[src/rtl/bp_ghr_ckpt_if.sv]
// Frontend/execute <-> GHR checkpoint manager handshake bundle.
// Latency: none; plain wires, timing is owned by bp_ghr_ckpt.
// Backpressure: the frontend stalls while ckpt_ready_o is low.
// Signals: spec_* push predicted branches; ckpt_* report the free slot and tag;
//          resolve_* retire the oldest branch; ghr_o / ghr_commit_o are the histories.
interface bp_ghr_ckpt_if #(
   parameter int unsigned GHR_BITS = 10,
   parameter int unsigned NR_CKPT  = 8
);
   localparam int unsigned IdW = $clog2(NR_CKPT);

   logic                spec_valid_i;
   logic                spec_taken_i;
   logic                ckpt_ready_o;
   logic [IdW-1:0]      ckpt_id_o;
   logic                resolve_valid_i;
   logic [IdW-1:0]      resolve_id_i;
   logic                resolve_mispredict_i;
   logic                resolve_taken_i;
   logic [GHR_BITS-1:0] ghr_o;
   logic [GHR_BITS-1:0] ghr_commit_o;

   // Frontend / execute side.
   modport master (
      output spec_valid_i, spec_taken_i,
      output resolve_valid_i, resolve_id_i, resolve_mispredict_i, resolve_taken_i,
      input  ckpt_ready_o, ckpt_id_o, ghr_o, ghr_commit_o
   );

   // History manager side.
   modport slave (
      input  spec_valid_i, spec_taken_i,
      input  resolve_valid_i, resolve_id_i, resolve_mispredict_i, resolve_taken_i,
      output ckpt_ready_o, ckpt_id_o, ghr_o, ghr_commit_o
   );
endinterface

[src/rtl/bp_ghr_ckpt.sv]
// Speculative gshare global-history register with per-branch checkpoints for 1-cycle recovery.
// Latency: push/resolve visible on ghr_o / ghr_commit_o one cycle later; ckpt_ready_o/ckpt_id_o combinational.
// Backpressure: ckpt_ready_o low when all checkpoints are in flight (unless a correct resolve frees one this cycle).
// Ports: clk_i, rst_ni (async active-low), flush_bp_i clears all state, debug_mode_i freezes
//        the committed history, bus carries the push/resolve handshake, err_o is a sticky
//        out-of-order / empty resolve flag.
module bp_ghr_ckpt #(
   parameter bit          DebugEn  = 1'b0,
   parameter int unsigned GHR_BITS = 10,
   parameter int unsigned NR_CKPT  = 8
) (
   input  logic          clk_i,
   input  logic          rst_ni,
   input  logic          flush_bp_i,
   input  logic          debug_mode_i,
   bp_ghr_ckpt_if.slave  bus,
   output logic          err_o
);
   localparam int unsigned IdW  = $clog2(NR_CKPT);
   localparam int unsigned CntW = IdW + 1;

   logic [GHR_BITS-1:0] ghr_spec_q;
   logic [GHR_BITS-1:0] ghr_commit_q;
   logic [IdW-1:0]      head_q;
   logic [IdW-1:0]      tail_q;
   logic [CntW-1:0]     count_q;
   logic                err_q;

   // The MSB of a checkpointed history is shifted out on restore, so it is never stored.
   logic [GHR_BITS-2:0] ckpt_q [NR_CKPT];

   logic id_match;
   logic res_ok;
   logic res_bad;
   logic mispred;
   logic ckpt_ready;
   logic push;
   logic commit_en;

   always_comb begin
      id_match   = (bus.resolve_id_i == head_q) && (count_q != '0);
      res_ok     = bus.resolve_valid_i && id_match;
      res_bad    = bus.resolve_valid_i && !id_match;
      mispred    = res_ok && bus.resolve_mispredict_i;
      // A correct resolve frees a slot in the same cycle, so a full buffer can still accept.
      ckpt_ready = (count_q < CntW'(NR_CKPT)) || (res_ok && !bus.resolve_mispredict_i);
      // The frontend is being redirected on a mispredict, so its push is stale.
      push       = bus.spec_valid_i && ckpt_ready && !mispred;
      commit_en  = res_ok && !(DebugEn && debug_mode_i);
   end

   always_ff @(posedge clk_i or negedge rst_ni) begin
      if (!rst_ni) begin
         ghr_spec_q   <= '0;
         ghr_commit_q <= '0;
         head_q       <= '0;
         tail_q       <= '0;
         count_q      <= '0;
         err_q        <= 1'b0;
      end else if (flush_bp_i) begin
         ghr_spec_q   <= '0;
         ghr_commit_q <= '0;
         head_q       <= '0;
         tail_q       <= '0;
         count_q      <= '0;
         err_q        <= 1'b0;
      end else begin
         if (res_bad) begin
            err_q <= 1'b1;
         end

         if (mispred) begin
            // Rebuild history from the branch's own checkpoint plus its real outcome,
            // and squash every younger checkpoint.
            ghr_spec_q <= {ckpt_q[head_q], bus.resolve_taken_i};
            head_q     <= head_q + IdW'(1);
            tail_q     <= head_q + IdW'(1);
            count_q    <= '0;
         end else begin
            if (push) begin
               ghr_spec_q <= {ghr_spec_q[GHR_BITS-2:0], bus.spec_taken_i};
               tail_q     <= tail_q + IdW'(1);
            end
            if (res_ok) begin
               head_q <= head_q + IdW'(1);
            end
            case ({push, res_ok})
               2'b10:   count_q <= count_q + CntW'(1);
               2'b01:   count_q <= count_q - CntW'(1);
               default: count_q <= count_q;
            endcase
         end

         if (commit_en) begin
            ghr_commit_q <= {ghr_commit_q[GHR_BITS-2:0], bus.resolve_taken_i};
         end
      end
   end

   // Checkpoint storage needs no reset: entries are only read after being written.
   always_ff @(posedge clk_i) begin
      if (push) begin
         ckpt_q[tail_q] <= ghr_spec_q[GHR_BITS-2:0];
      end
   end

   assign bus.ckpt_ready_o = ckpt_ready;
   assign bus.ckpt_id_o    = tail_q;
   assign bus.ghr_o        = ghr_spec_q;
   assign bus.ghr_commit_o = ghr_commit_q;
   assign err_o            = err_q;
endmodule

[src/flat_wrapper.sv]
// flat-port wrapper written by rule: the top's interface ports become plain ports
module bp_ghr_ckpt_flat 
#(
   parameter bit          DebugEn  = 1'b0,
   parameter int unsigned GHR_BITS = 10,
   parameter int unsigned NR_CKPT  = 8
)
  (clk_i, rst_ni, flush_bp_i, debug_mode_i, err_o, bus_spec_valid_i, bus_spec_taken_i, bus_resolve_valid_i, bus_resolve_id_i, bus_resolve_mispredict_i, bus_resolve_taken_i, bus_ckpt_ready_o, bus_ckpt_id_o, bus_ghr_o, bus_ghr_commit_o);
  bp_ghr_ckpt_if #(.GHR_BITS(GHR_BITS), .NR_CKPT(NR_CKPT)) bus_i ();
  input  logic clk_i;
  input  logic rst_ni;
  input  logic flush_bp_i;
  input  logic debug_mode_i;
  output logic err_o;
  input wire logic [$bits(bus_i.spec_valid_i)-1:0] bus_spec_valid_i;
  input wire logic [$bits(bus_i.spec_taken_i)-1:0] bus_spec_taken_i;
  input wire logic [$bits(bus_i.resolve_valid_i)-1:0] bus_resolve_valid_i;
  input wire logic [$bits(bus_i.resolve_id_i)-1:0] bus_resolve_id_i;
  input wire logic [$bits(bus_i.resolve_mispredict_i)-1:0] bus_resolve_mispredict_i;
  input wire logic [$bits(bus_i.resolve_taken_i)-1:0] bus_resolve_taken_i;
  output wire logic [$bits(bus_i.ckpt_ready_o)-1:0] bus_ckpt_ready_o;
  output wire logic [$bits(bus_i.ckpt_id_o)-1:0] bus_ckpt_id_o;
  output wire logic [$bits(bus_i.ghr_o)-1:0] bus_ghr_o;
  output wire logic [$bits(bus_i.ghr_commit_o)-1:0] bus_ghr_commit_o;
  assign bus_i.spec_valid_i = bus_spec_valid_i;
  assign bus_i.spec_taken_i = bus_spec_taken_i;
  assign bus_i.resolve_valid_i = bus_resolve_valid_i;
  assign bus_i.resolve_id_i = bus_resolve_id_i;
  assign bus_i.resolve_mispredict_i = bus_resolve_mispredict_i;
  assign bus_i.resolve_taken_i = bus_resolve_taken_i;
  assign bus_ckpt_ready_o = bus_i.ckpt_ready_o;
  assign bus_ckpt_id_o = bus_i.ckpt_id_o;
  assign bus_ghr_o = bus_i.ghr_o;
  assign bus_ghr_commit_o = bus_i.ghr_commit_o;
  bp_ghr_ckpt #(.DebugEn(DebugEn), .GHR_BITS(GHR_BITS), .NR_CKPT(NR_CKPT)) u_core (.clk_i(clk_i), .rst_ni(rst_ni), .flush_bp_i(flush_bp_i), .debug_mode_i(debug_mode_i), .bus(bus_i), .err_o(err_o));
endmodule
[config.mk]
export PLATFORM = sky130hd
export DESIGN_NAME = bp_ghr_ckpt_flat
export DESIGN_NICKNAME = d
export VERILOG_FILES = /design/src/rtl/bp_ghr_ckpt_if.sv /design/src/rtl/bp_ghr_ckpt.sv /design/src/flat_wrapper.sv
export SDC_FILE = /design/constraint.sdc
export NUM_CORES = 1
export LEC_CHECK = 0
export ABC_CLOCK_PERIOD_IN_PS = 2550
export BUFFER_PORTS_ARGS = -buffer_cell sky130_fd_sc_hd__clkbuf_2
export CORE_MARGIN = 4
export CORE_UTILIZATION = 40
export CTS_CLUSTER_DIAMETER = 120
export DETAILED_ROUTE_END_ITERATION = 6
export REMOVE_ABC_BUFFERS = 1
export SYNTH_ARGS = -nofsm -noshare
export SYNTH_HDL_FRONTEND = slang
export SYNTH_SLANG_ARGS = --single-unit
[constraint.sdc]
create_clock -name clk_i -period 2.55 [get_ports clk_i]
set_clock_uncertainty 0.2 [all_clocks]
set_input_delay 0 -clock clk_i [delete_from_list [all_inputs] [get_ports clk_i]]
set_output_delay 0 -clock clk_i [all_outputs]
set_load 0.01 [all_outputs]
==> impl_results.html, run 1 <==
<table>
<tr><th>Metric</th><th>Value</th></tr>
<tr><th colspan="2">Critical path</th></tr>
<tr><td>Worst Path Required</td><td>between 2000 and 3000 ps</td></tr>
<tr><td>Startpoint class of the critical path</td><td>flop</td></tr>
<tr><td>Setup CP Type</td><td>reg -&gt; reg</td></tr>
<tr><td>R2R cell count</td><td>8</td></tr>
<tr><td>R2R Setup Slk</td><td>roughly 150 ps</td></tr>
<tr><td>Kind of end point of the critical path</td><td>flop</td></tr>
<tr><td>Capturing point of the worst reg2reg path</td><td>u_core.count_q[2]</td></tr>
<tr><td>Worst Setup EP</td><td>u_core.count_q[2]</td></tr>
<tr><td>Max FO, Critical Path</td><td>5</td></tr>
<tr><td>Crit path from</td><td>u_core.count_q[1]</td></tr>
<tr><td>Critical register-to-register path startpoint</td><td>u_core.count_q[1]</td></tr>
<tr><td>Endpoint arrival time on the critical path</td><td>between 2000 and 2500 ps</td></tr>
<tr><th colspan="2">Cells and area</th></tr>
<tr><td>Leading cell type in the layout, fill and taps excluded</td><td>edfxtp_1</td></tr>
<tr><td>Area growth, synth to finish</td><td>17.5%</td></tr>
<tr><td>Inserted Diodes</td><td>0</td></tr>
<tr><td>Proportion of layout cells with a drive suffix above 1</td><td>0.292</td></tr>
<tr><td>Final layout net count</td><td>between 300 and 400</td></tr>
<tr><td>Final core utilization</td><td>0.485</td></tr>
<tr><td>Final design area excluding fillers</td><td>0.00533 mm2</td></tr>
<tr><td>Most frequent cells in the layout</td><td>edfxtp_1, nand2_1, clkbuf_2, dfrtp_1, buf_4</td></tr>
<tr><th colspan="2">Detailed routing</th></tr>
<tr><td>Vias per std cell</td><td>approximately 5.4</td></tr>
<tr><td>Number of optimization iterations in the first detailed-route pass</td><td>4</td></tr>
<tr><td>Antenna Violating Nets Remaining</td><td>0</td></tr>
<tr><td>Routed len/inst</td><td>around 19 um</td></tr>
<tr><td>Count of vias placed by the detailed router</td><td>2788</td></tr>
<tr><td>DRT iter0 DRCs</td><td>184</td></tr>
<tr><td>Number of remaining DRC errors</td><td>0</td></tr>
<tr><td>Total detailed-routing wirelength</td><td>around 9500 um</td></tr>
<tr><th colspan="2">STA</th></tr>
<tr><td>Worst Setup Slack, final</td><td>around 150 ps</td></tr>
<tr><td>Worst slew slack as a fraction of its limit</td><td>0.445</td></tr>
<tr><td>Post-route minimum period</td><td>around 2400 ps</td></tr>
<tr><td>Endpoints failing setup</td><td>0</td></tr>
<tr><td>Final Hold Vio Count</td><td>0</td></tr>
<tr><td>Share of the cycle needed by the critical path after routing</td><td>0.943</td></tr>
<tr><td>Highest Clock Rate</td><td>416 MHz</td></tr>
<tr><td>Setup repair after global routing missed its margin</td><td>false</td></tr>
<tr><td>Final-report max-slew violation count</td><td>0</td></tr>
<tr><td>Least-Margin Pin Slew</td><td>approximately 830 ps</td></tr>
<tr><th colspan="2">Global routing</th></tr>
<tr><td>Vias in the first global route</td><td>roughly 2700</td></tr>
<tr><td>Largest net degree at the start of global routing</td><td>32</td></tr>
<tr><td>Final global-route overflow total</td><td>0</td></tr>
<tr><td>Wire length of the first global-routing pass</td><td>15000 um</td></tr>
<tr><td>Tot GR Track Use</td><td>0.152</td></tr>
<tr><td>Number of antenna violations at the first check in global routing</td><td>0</td></tr>
<tr><th colspan="2">Clock network</th></tr>
<tr><td>Clock tree from TritonCTS</td><td>done</td></tr>
<tr><td>Clock latency reported for the late side of the worst-skew pair</td><td>340 ps</td></tr>
<tr><td>Number of buffers added by the clock tree synthesis step</td><td>9</td></tr>
<tr><td>Buffer type at the clock tree root</td><td>clkbuf_16</td></tr>
<tr><td>Clock transition at path regs</td><td>around 70 ps</td></tr>
<tr><td>CTS H-tree depth</td><td>3</td></tr>
<tr><td>Clock sink count</td><td>between 100 and 150</td></tr>
<tr><td>Max Buffers Root-to-Sink</td><td>2</td></tr>
<tr><th colspan="2">Synth</th></tr>
<tr><td>Ys async rst share</td><td>0.301</td></tr>
<tr><td>Main synth FF type</td><td>edfxtp_1</td></tr>
<tr><td>Synth top area share</td><td>0.477</td></tr>
<tr><td>Biggest area consumer among synthesized cells</td><td>edfxtp_1</td></tr>
<tr><td>Area share of and/or/nand/nor cells after synthesis</td><td>0.111</td></tr>
<tr><td>Total number of yosys warnings</td><td>0</td></tr>
<tr><td>Main combinational cell family by area after synthesis</td><td>simple AND/OR/NAND/NOR gates</td></tr>
<tr><td>Number of flops mapped to enable cells by yosys</td><td>slightly above 70</td></tr>
<tr><td>Post-synthesis cell area</td><td>0.00454 mm2</td></tr>
<tr><td>Share of synthesized cell area in full adder, half adder and majority cells</td><td>0.0110</td></tr>
<tr><td>Xor and xnor fraction of the mapped netlist area</td><td>0.0154</td></tr>
<tr><td>Average cell area after synthesis</td><td>roughly 15 um2</td></tr>
<tr><td>Unique masters post-synth</td><td>45</td></tr>
<tr><td>Top area cells in the synthesized netlist</td><td>edfxtp_1, dfrtp_1, mux4_2</td></tr>
<tr><td>Count of state elements after synthesis</td><td>between 100 and 150</td></tr>
<tr><td>Register area share after synthesis</td><td>0.648</td></tr>
<tr><td>Cell count after synthesis</td><td>309</td></tr>
<tr><td>Portion of netlist area occupied by mux cells</td><td>0.0916</td></tr>
<tr><td>Area fraction in compound gates after synthesis</td><td>0.0940</td></tr>
<tr><th colspan="2">Floorplanning</th></tr>
<tr><td>Die Height</td><td>about 110 um</td></tr>
<tr><td>Effective utilization at floorplan</td><td>0.413</td></tr>
<tr><td>Boundary Pins</td><td>37</td></tr>
<tr><td>Number of standard-cell rows in the floorplan</td><td>38</td></tr>
<tr><td>Overall die area</td><td>around 0.013 mm2</td></tr>
<tr><td>Area of the placeable core</td><td>about 0.011 mm2</td></tr>
<tr><td>Die Span X</td><td>around 110 um</td></tr>
<tr><th colspan="2">Place</th></tr>
<tr><td>Placement Cell Area</td><td>approximately 0.0050 mm2</td></tr>
<tr><td>Total of buffers placed on input and output ports</td><td>35</td></tr>
<tr><td>Final Wtd Congestion</td><td>about 0.81</td></tr>
<tr><td>Final HPWL DP</td><td>roughly 6000 um</td></tr>
<tr><td>Worst setup timing slack at the placement stage</td><td>between 100 and 150 ps</td></tr>
<tr><th colspan="2">Pwr</th></tr>
<tr><td>Power per unit of standard cell area</td><td>between 600 and 700 mW/mm2</td></tr>
<tr><td>Leakage dissipation</td><td>about 2 nW</td></tr>
<tr><td>Worst vdd rail ir drop</td><td>around 0.35 mV</td></tr>
<tr><th colspan="2">Status</th></tr>
<tr><td>Run status</td><td>finished clean</td></tr>
<tr><th colspan="2">Hold path</th></tr>
<tr><td>Tightest Hold Check Type</td><td>in -&gt; async</td></tr>
<tr><th colspan="2">Flow run</th></tr>
<tr><td>Max_cap viols</td><td>0</td></tr>
</table>
[worst max-delay path: stages, from the launching register on]
cell and delay (ps):
dfrtp_1 370, or4_1 580, nand3_2 130, inv_1 80, ha_1 340, nand3b_1 120
mux2i_1 70, o32ai_1 290, a21oi_1 100
[report_power, final]
| group | total, mW | switching, mW | internal, mW |
|---|---|---|---|
| clock network | 1.27 | 0.605 | 0.670 |
| logic | 0.274 | 0.152 | 0.122 |
| registers | 1.86 | 0.0282 | 1.83 |
| total | 3.41 | 0.785 | 2.62 |
[area by class of cell]
cell class	instances	area [um2]
Multi-Input combinational cell	183	1490
Inverter	2	7.51
Timing Repair Buffer	69	450
Sequential cell	103	2940
Clock buffer	10	229
Clock inverter	6	43.8
Fill cell	973	5650
Tap cell	140	175
[kinds of logic after synthesis]
logic type	after synthesis
buffers and inverters	23
muxes	19
AOI/OAI and AO/OA	52
adders and majority gates	4
DFF	103
and+or+nand+nor	100
xor gates and xnor gates	8
[worst min path at each step]
stage,startpoint,end,slack [ps],cells past startpoint
2_1_floorplan,rst_ni,u_core.bus.ckpt_id_o[0],-500,0
3_3_place_gp,rst_ni,u_core.count_q[0],-60,1
3_5_place_dp,rst_ni,u_core.count_q[1],-50,1
4_1_cts,rst_ni,u_core.count_q[1],110,2
5_1_grt,rst_ni,u_core.bus.ghr_o[4],160,2
6_report,rst_ni,u_core.count_q[1],90,2
[metal layers]
| metal | part of all wire | track usage | vias to the layer above |
|---|---|---|---|
| li1 | - | - | 1304 |
| met1 | 0.46 | 0.209 | 1416 |
| met2 | 0.49 | 0.244 | 58 |
| met3 | 0.038 | 0.0280 | 10 |
| met4 | 0.014 | 0.0523 | 0 |
| met5 | 0 | 0 | - |
[flip-flops by register name, summed over array words and instances, names as in the netlist]
signal                   count
u_core.bus.ckpt_id_o         3
u_core.bus.ghr_commit_o     10
u_core.bus.ghr_o            10
u_core.ckpt_q               72
u_core.count_q               4
u_core.err_o                 1
u_core.head_q                3
[synth_stat cells, types with 3 or more instances]
| cell type | count |
|---|---|
| a211oi_2 | 3 |
| nor2b_1 | 11 |
| o21ai_0 | 3 |
| xor2_1 | 4 |
| edfxtp_1 | 72 |
| mux4_2 | 18 |
| a31oi_1 | 3 |
| nand3_1 | 3 |
| nor3_1 | 8 |
| buf_2 | 11 |
| nand2_1 | 48 |
| nor2_1 | 13 |
| a311oi_2 | 5 |
| dfrtp_1 | 31 |
| a21oi_1 | 14 |
| a21boi_0 | 3 |
| a221oi_1 | 3 |
| xnor2_1 | 4 |
| nand2b_1 | 5 |
| clkbuf_1 | 5 |
| ha_1 | 4 |
| a211oi_1 | 6 |
| a311oi_1 | 6 |
[timing repair]
item,in CTS,in global routing
buffers inserted,0,0
hold endpoints to repair,40,0
hold buffers,8,0
resized for setup,0,3
setup endpoints to repair,0,2
[through the flow]
step / TNS (ps) / hold slack, ps / std cells / power [mW]
2_1_floorplan: -59540 / -496 / 288 / 2.04
3_3_place_gp: 0 / -60.2 / 489 / 2.16
3_5_place_dp: 0 / -54.8 / 489 / 2.16
4_1_cts: 0 / 110 / 513 / 3.45
5_1_grt: 0 / 163 / 513 / 3.54
6_report: 0 / 86.0 / 513 / 3.41
(Power assumes the default switching activity.)
==> inputs of run 2 (changes only) <==
--- a/config.mk
+++ b/config.mk
@@ -5,12 +5,14 @@
 export SDC_FILE = /design/constraint.sdc
 export NUM_CORES = 1
 export LEC_CHECK = 0
+export ABC_AREA = 1
 export ABC_CLOCK_PERIOD_IN_PS = 2550
 export BUFFER_PORTS_ARGS = -buffer_cell sky130_fd_sc_hd__clkbuf_2
 export CORE_MARGIN = 4
-export CORE_UTILIZATION = 40
+export CORE_UTILIZATION = 53
 export CTS_CLUSTER_DIAMETER = 120
 export DETAILED_ROUTE_END_ITERATION = 6
+export PLACE_DENSITY = 0.75
 export REMOVE_ABC_BUFFERS = 1
 export SYNTH_ARGS = -nofsm -noshare
 export SYNTH_HDL_FRONTEND = slang
==> impl_results.html, run 2 <==
<table>
<tr><th>Metric</th><th>Value</th></tr>
<tr><th colspan="2">Cells and area</th></tr>
<tr><td>Max reg flops</td><td>72 (unchanged)</td></tr>
<tr><td>Area growth, synth to finish</td><td>15.3%</td></tr>
<tr><td>Leading cell type in the layout, fill and taps excluded</td><td>nand2_1</td></tr>
<tr><td>Final layout net count</td><td>489 (+27%)</td></tr>
<tr><td>Proportion of layout cells with a drive suffix above 1</td><td>0.190 (-0.102)</td></tr>
<tr><td>Non-Filler Instances</td><td>583 (+14%)</td></tr>
<tr><td>Largest reg by FF count</td><td>u_core.ckpt_q</td></tr>
<tr><td>Final core utilization</td><td>0.631 (+0.146)</td></tr>
<tr><td>Most frequent cells in the layout</td><td>nand2_1, edfxtp_1, clkbuf_2, a21oi_1, dfrtp_1</td></tr>
<tr><td>Inserted Diodes</td><td>0 (unchanged)</td></tr>
<tr><th colspan="2">Clock network</th></tr>
<tr><td>Clock transition at path regs</td><td>90 ps (+20 ps)</td></tr>
<tr><td>Buffer type at the clock tree root</td><td>clkbuf_8</td></tr>
<tr><td>Clock tree from TritonCTS</td><td>done</td></tr>
<tr><td>Post-CTS Setup Repair Bufs</td><td>0 (unchanged)</td></tr>
<tr><td>CTS H-tree depth</td><td>3 (unchanged)</td></tr>
<tr><td>Number of buffers added by the clock tree synthesis step</td><td>9 (unchanged)</td></tr>
<tr><td>Clock latency reported for the late side of the worst-skew pair</td><td>360 ps (+20 ps)</td></tr>
<tr><td>Max Buffers Root-to-Sink</td><td>2 (unchanged)</td></tr>
<tr><td>Clock sink count</td><td>103 (unchanged)</td></tr>
<tr><th colspan="2">Detailed routing</th></tr>
<tr><td>Count of vias placed by the detailed router</td><td>3285 (+18%)</td></tr>
<tr><td>Total detailed-routing wirelength</td><td>9510 um (-0.38%)</td></tr>
<tr><td>Number of remaining DRC errors</td><td>0 (unchanged)</td></tr>
<tr><td>Vias per std cell</td><td>5.63 (+3.7%)</td></tr>
<tr><td>Antenna Violating Nets Remaining</td><td>0 (unchanged)</td></tr>
<tr><td>Routed len/inst</td><td>16.3 um (-12%)</td></tr>
<tr><td>Number of optimization iterations in the first detailed-route pass</td><td>5 (+1)</td></tr>
<tr><td>DRT iter0 DRCs</td><td>269 (+46%)</td></tr>
<tr><th colspan="2">Hold path</th></tr>
<tr><td>Tightest Hold Check Type</td><td>in -&gt; async</td></tr>
<tr><th colspan="2">STA</th></tr>
<tr><td>Worst slew slack as a fraction of its limit</td><td>0.459 (+0.0141)</td></tr>
<tr><td>Endpoints failing setup</td><td>0 (unchanged)</td></tr>
<tr><td>Hold WS</td><td>60.5 ps (-25.5 ps)</td></tr>
<tr><td>Post-route minimum period</td><td>2440 ps (+36.1 ps)</td></tr>
<tr><td>Final-report max-slew violation count</td><td>0 (unchanged)</td></tr>
<tr><td>Least-Margin Pin Slew</td><td>812 ps (-21.1 ps)</td></tr>
<tr><td>Highest Clock Rate</td><td>410 MHz (-1.5%)</td></tr>
<tr><td>Share of the cycle needed by the critical path after routing</td><td>0.957 (+0.0141)</td></tr>
<tr><td>Final Hold Vio Count</td><td>0 (unchanged)</td></tr>
<tr><td>Setup repair after global routing missed its margin</td><td>true</td></tr>
<tr><th colspan="2">Place</th></tr>
<tr><td>Total of buffers placed on input and output ports</td><td>35 (unchanged)</td></tr>
<tr><td>Final Wtd Congestion</td><td>0.847 (+4.0%)</td></tr>
<tr><td>Number of placed instances with taps included</td><td>557 (+14%)</td></tr>
<tr><td>Final HPWL DP</td><td>6200 um (+3.6%)</td></tr>
<tr><th colspan="2">Synth</th></tr>
<tr><td>Total number of yosys warnings</td><td>0 (unchanged)</td></tr>
<tr><td>Register area share after synthesis</td><td>0.650 (+0.00233)</td></tr>
<tr><td>List of most frequent post-synthesis cells</td><td>nand2_1, edfxtp_1, dfrtp_1, a21oi_1, inv_1</td></tr>
<tr><td>Cell with the most instances after synthesis</td><td>nand2_1</td></tr>
<tr><td>Cell count after synthesis</td><td>417 (+35%)</td></tr>
<tr><td>Average cell area after synthesis</td><td>10.8 um2 (-26%)</td></tr>
<tr><td>Unique masters post-synth</td><td>31 (-31%)</td></tr>
<tr><td>Ys async rst share</td><td>0.301 (unchanged)</td></tr>
<tr><td>Main synth FF type</td><td>edfxtp_1</td></tr>
<tr><td>Biggest area consumer among synthesized cells</td><td>edfxtp_1</td></tr>
<tr><td>Top area cells in the synthesized netlist</td><td>edfxtp_1, dfrtp_1, nand2_1</td></tr>
<tr><td>Post-synthesis cell area</td><td>0.00452 mm2 (-0.36%)</td></tr>
<tr><td>Synth top area share</td><td>0.478 (+0.00171)</td></tr>
<tr><td>Count of state elements after synthesis</td><td>103 (unchanged)</td></tr>
<tr><td>Number of flops mapped to enable cells by yosys</td><td>72 (unchanged)</td></tr>
<tr><th colspan="2">Floorplanning</th></tr>
<tr><td>Die Span X</td><td>100 um (-12%)</td></tr>
<tr><td>Die Height</td><td>100 um (-12%)</td></tr>
<tr><td>Number of standard-cell rows in the floorplan</td><td>33 (-13%)</td></tr>
<tr><td>Boundary Pins</td><td>37 (unchanged)</td></tr>
<tr><td>Effective utilization at floorplan</td><td>0.547 (+0.134)</td></tr>
<tr><td>Area of the placeable core</td><td>0.00826 mm2 (-25%)</td></tr>
<tr><td>Overall die area</td><td>0.0101 mm2 (-23%)</td></tr>
<tr><th colspan="2">Pwr</th></tr>
<tr><td>Power per unit of standard cell area</td><td>620 mW/mm2 (-3.0%)</td></tr>
<tr><td>Leakage dissipation</td><td>2.26 nW (+14%)</td></tr>
<tr><td>Worst vdd rail ir drop</td><td>0.364 mV (+3.6%)</td></tr>
<tr><th colspan="2">Critical path</th></tr>
<tr><td>Setup CP Type</td><td>reg -&gt; reg</td></tr>
<tr><td>Startpoint class of the critical path</td><td>flop</td></tr>
<tr><td>R2R Setup Slk</td><td>110 ps (-40 ps)</td></tr>
<tr><td>R2R cell count</td><td>9 (+1)</td></tr>
<tr><td>Max FO, Critical Path</td><td>3 (-2)</td></tr>
<tr><td>Capturing point of the worst reg2reg path</td><td>u_core.err_o</td></tr>
<tr><td>Crit path from</td><td>u_core.head_q[0]</td></tr>
<tr><td>Critical register-to-register path startpoint</td><td>u_core.head_q[0]</td></tr>
<tr><td>Worst Path Required</td><td>2590 ps (+20 ps)</td></tr>
<tr><td>Kind of end point of the critical path</td><td>flop</td></tr>
<tr><td>Endpoint arrival time on the critical path</td><td>2480 ps (+50 ps)</td></tr>
<tr><th colspan="2">Global routing</th></tr>
<tr><td>Vias in the first global route</td><td>3102 (+13%)</td></tr>
<tr><td>Final global-route overflow total</td><td>0 (unchanged)</td></tr>
<tr><td>Number of antenna violations at the first check in global routing</td><td>0 (unchanged)</td></tr>
<tr><td>Wire length of the first global-routing pass</td><td>15500 um (+3.3%)</td></tr>
<tr><td>Tot GR Track Use</td><td>0.199 (+0.0467)</td></tr>
<tr><td>Largest net degree at the start of global routing</td><td>39 (+22%)</td></tr>
<tr><th colspan="2">Flow run</th></tr>
<tr><td>Max_cap viols</td><td>0 (unchanged)</td></tr>
<tr><th colspan="2">Status</th></tr>
<tr><td>Run status</td><td>finished clean</td></tr>
</table>
## run 2: changes by cell type after synthesis, moves of 11 or more
cell / delta
nand3_1: +23
inv_1: +27
nand2_1: +61
o21ai_0: +17
nor2b_1: -11
a21oi_1: +16
mux4_2: -18
## run 2: routing by layer
metal  routed length [um]  GRT usage
met2                 4650      0.312
met5                    0          0
met4                   62     0.0508
met1                 4140      0.284
met3                  655     0.0445
## run 2: critical path, stage by stage, from the launching register on
cell	delay (ps)
dfrtp_1	390
inv_2	50
nand2_1	50
nand2_1	80
nor2_2	180
nand2_1	70
a21oi_1	130
dlygate4sd3_1	580
nor2_1	50
dlygate4sd3_1	560
## run 2: cell families (layout without fill, tap and decap cells)
group	Yosys count	after routing	synth area share
AOI/OAI and AO/OA	92	92	0.136
adders and majority gates	4	4	0.0111
and+or+nand+nor	160	160	0.152
xor gates and xnor gates	1	1	0.00194
buffers and inverters	57	118	0.0495
DFF	103	103	0.650
## run 2: timing repair
| item | CTS | global route |
|---|---|---|
| endpoints found under the hold margin | 42 | 0 |
| hold buffers | 10 | 0 |
| gates resized for setup | 0 | 3 |
| endpoints found under the setup margin | 0 | 2 |
## run 2: per-stage QoR
step           setup TNS (ps)  cell area [um2]  power [mW]  worst slack, ps
3_3_place_gp                0             4910        2.24              181
3_5_place_dp                0             4910        2.25              129
5_1_grt                 -62.9             5210        3.38            -32.9
2_1_floorplan          -70450             4420        2.12             -955
6_report                    0             5210        3.23              110
4_1_cts                     0             5200        3.26              102
## run 2: report_power, final
part / switching [mW] / internal, mW
Sequential: 0.0468 / 1.87
Clock: 0.545 / 0.460
Combinational: 0.193 / 0.116
## run 2: layout make-up
| type | count | area, um2 |
|---|---|---|
| fill | 659 | 3050 |
| sequential | 103 | 2940 |
| multi-input combinational | 257 | 1360 |
| timing repair buffer | 69 | 459 |
| tap | 105 | 131 |
| clock buffer | 10 | 128 |
| inverter | 33 | 124 |
| clock inverter | 6 | 67.6 |
## run 2: worst max-delay path by stage
stage                        endpoint  slack (ps)
global route        u_core.count_q[3]         -30
detailed placement  u_core.count_q[3]         130
floorplan           u_core.count_q[3]        -950
finish                   u_core.err_o         110
CTS                 u_core.count_q[3]         100
global placement    u_core.count_q[3]         180
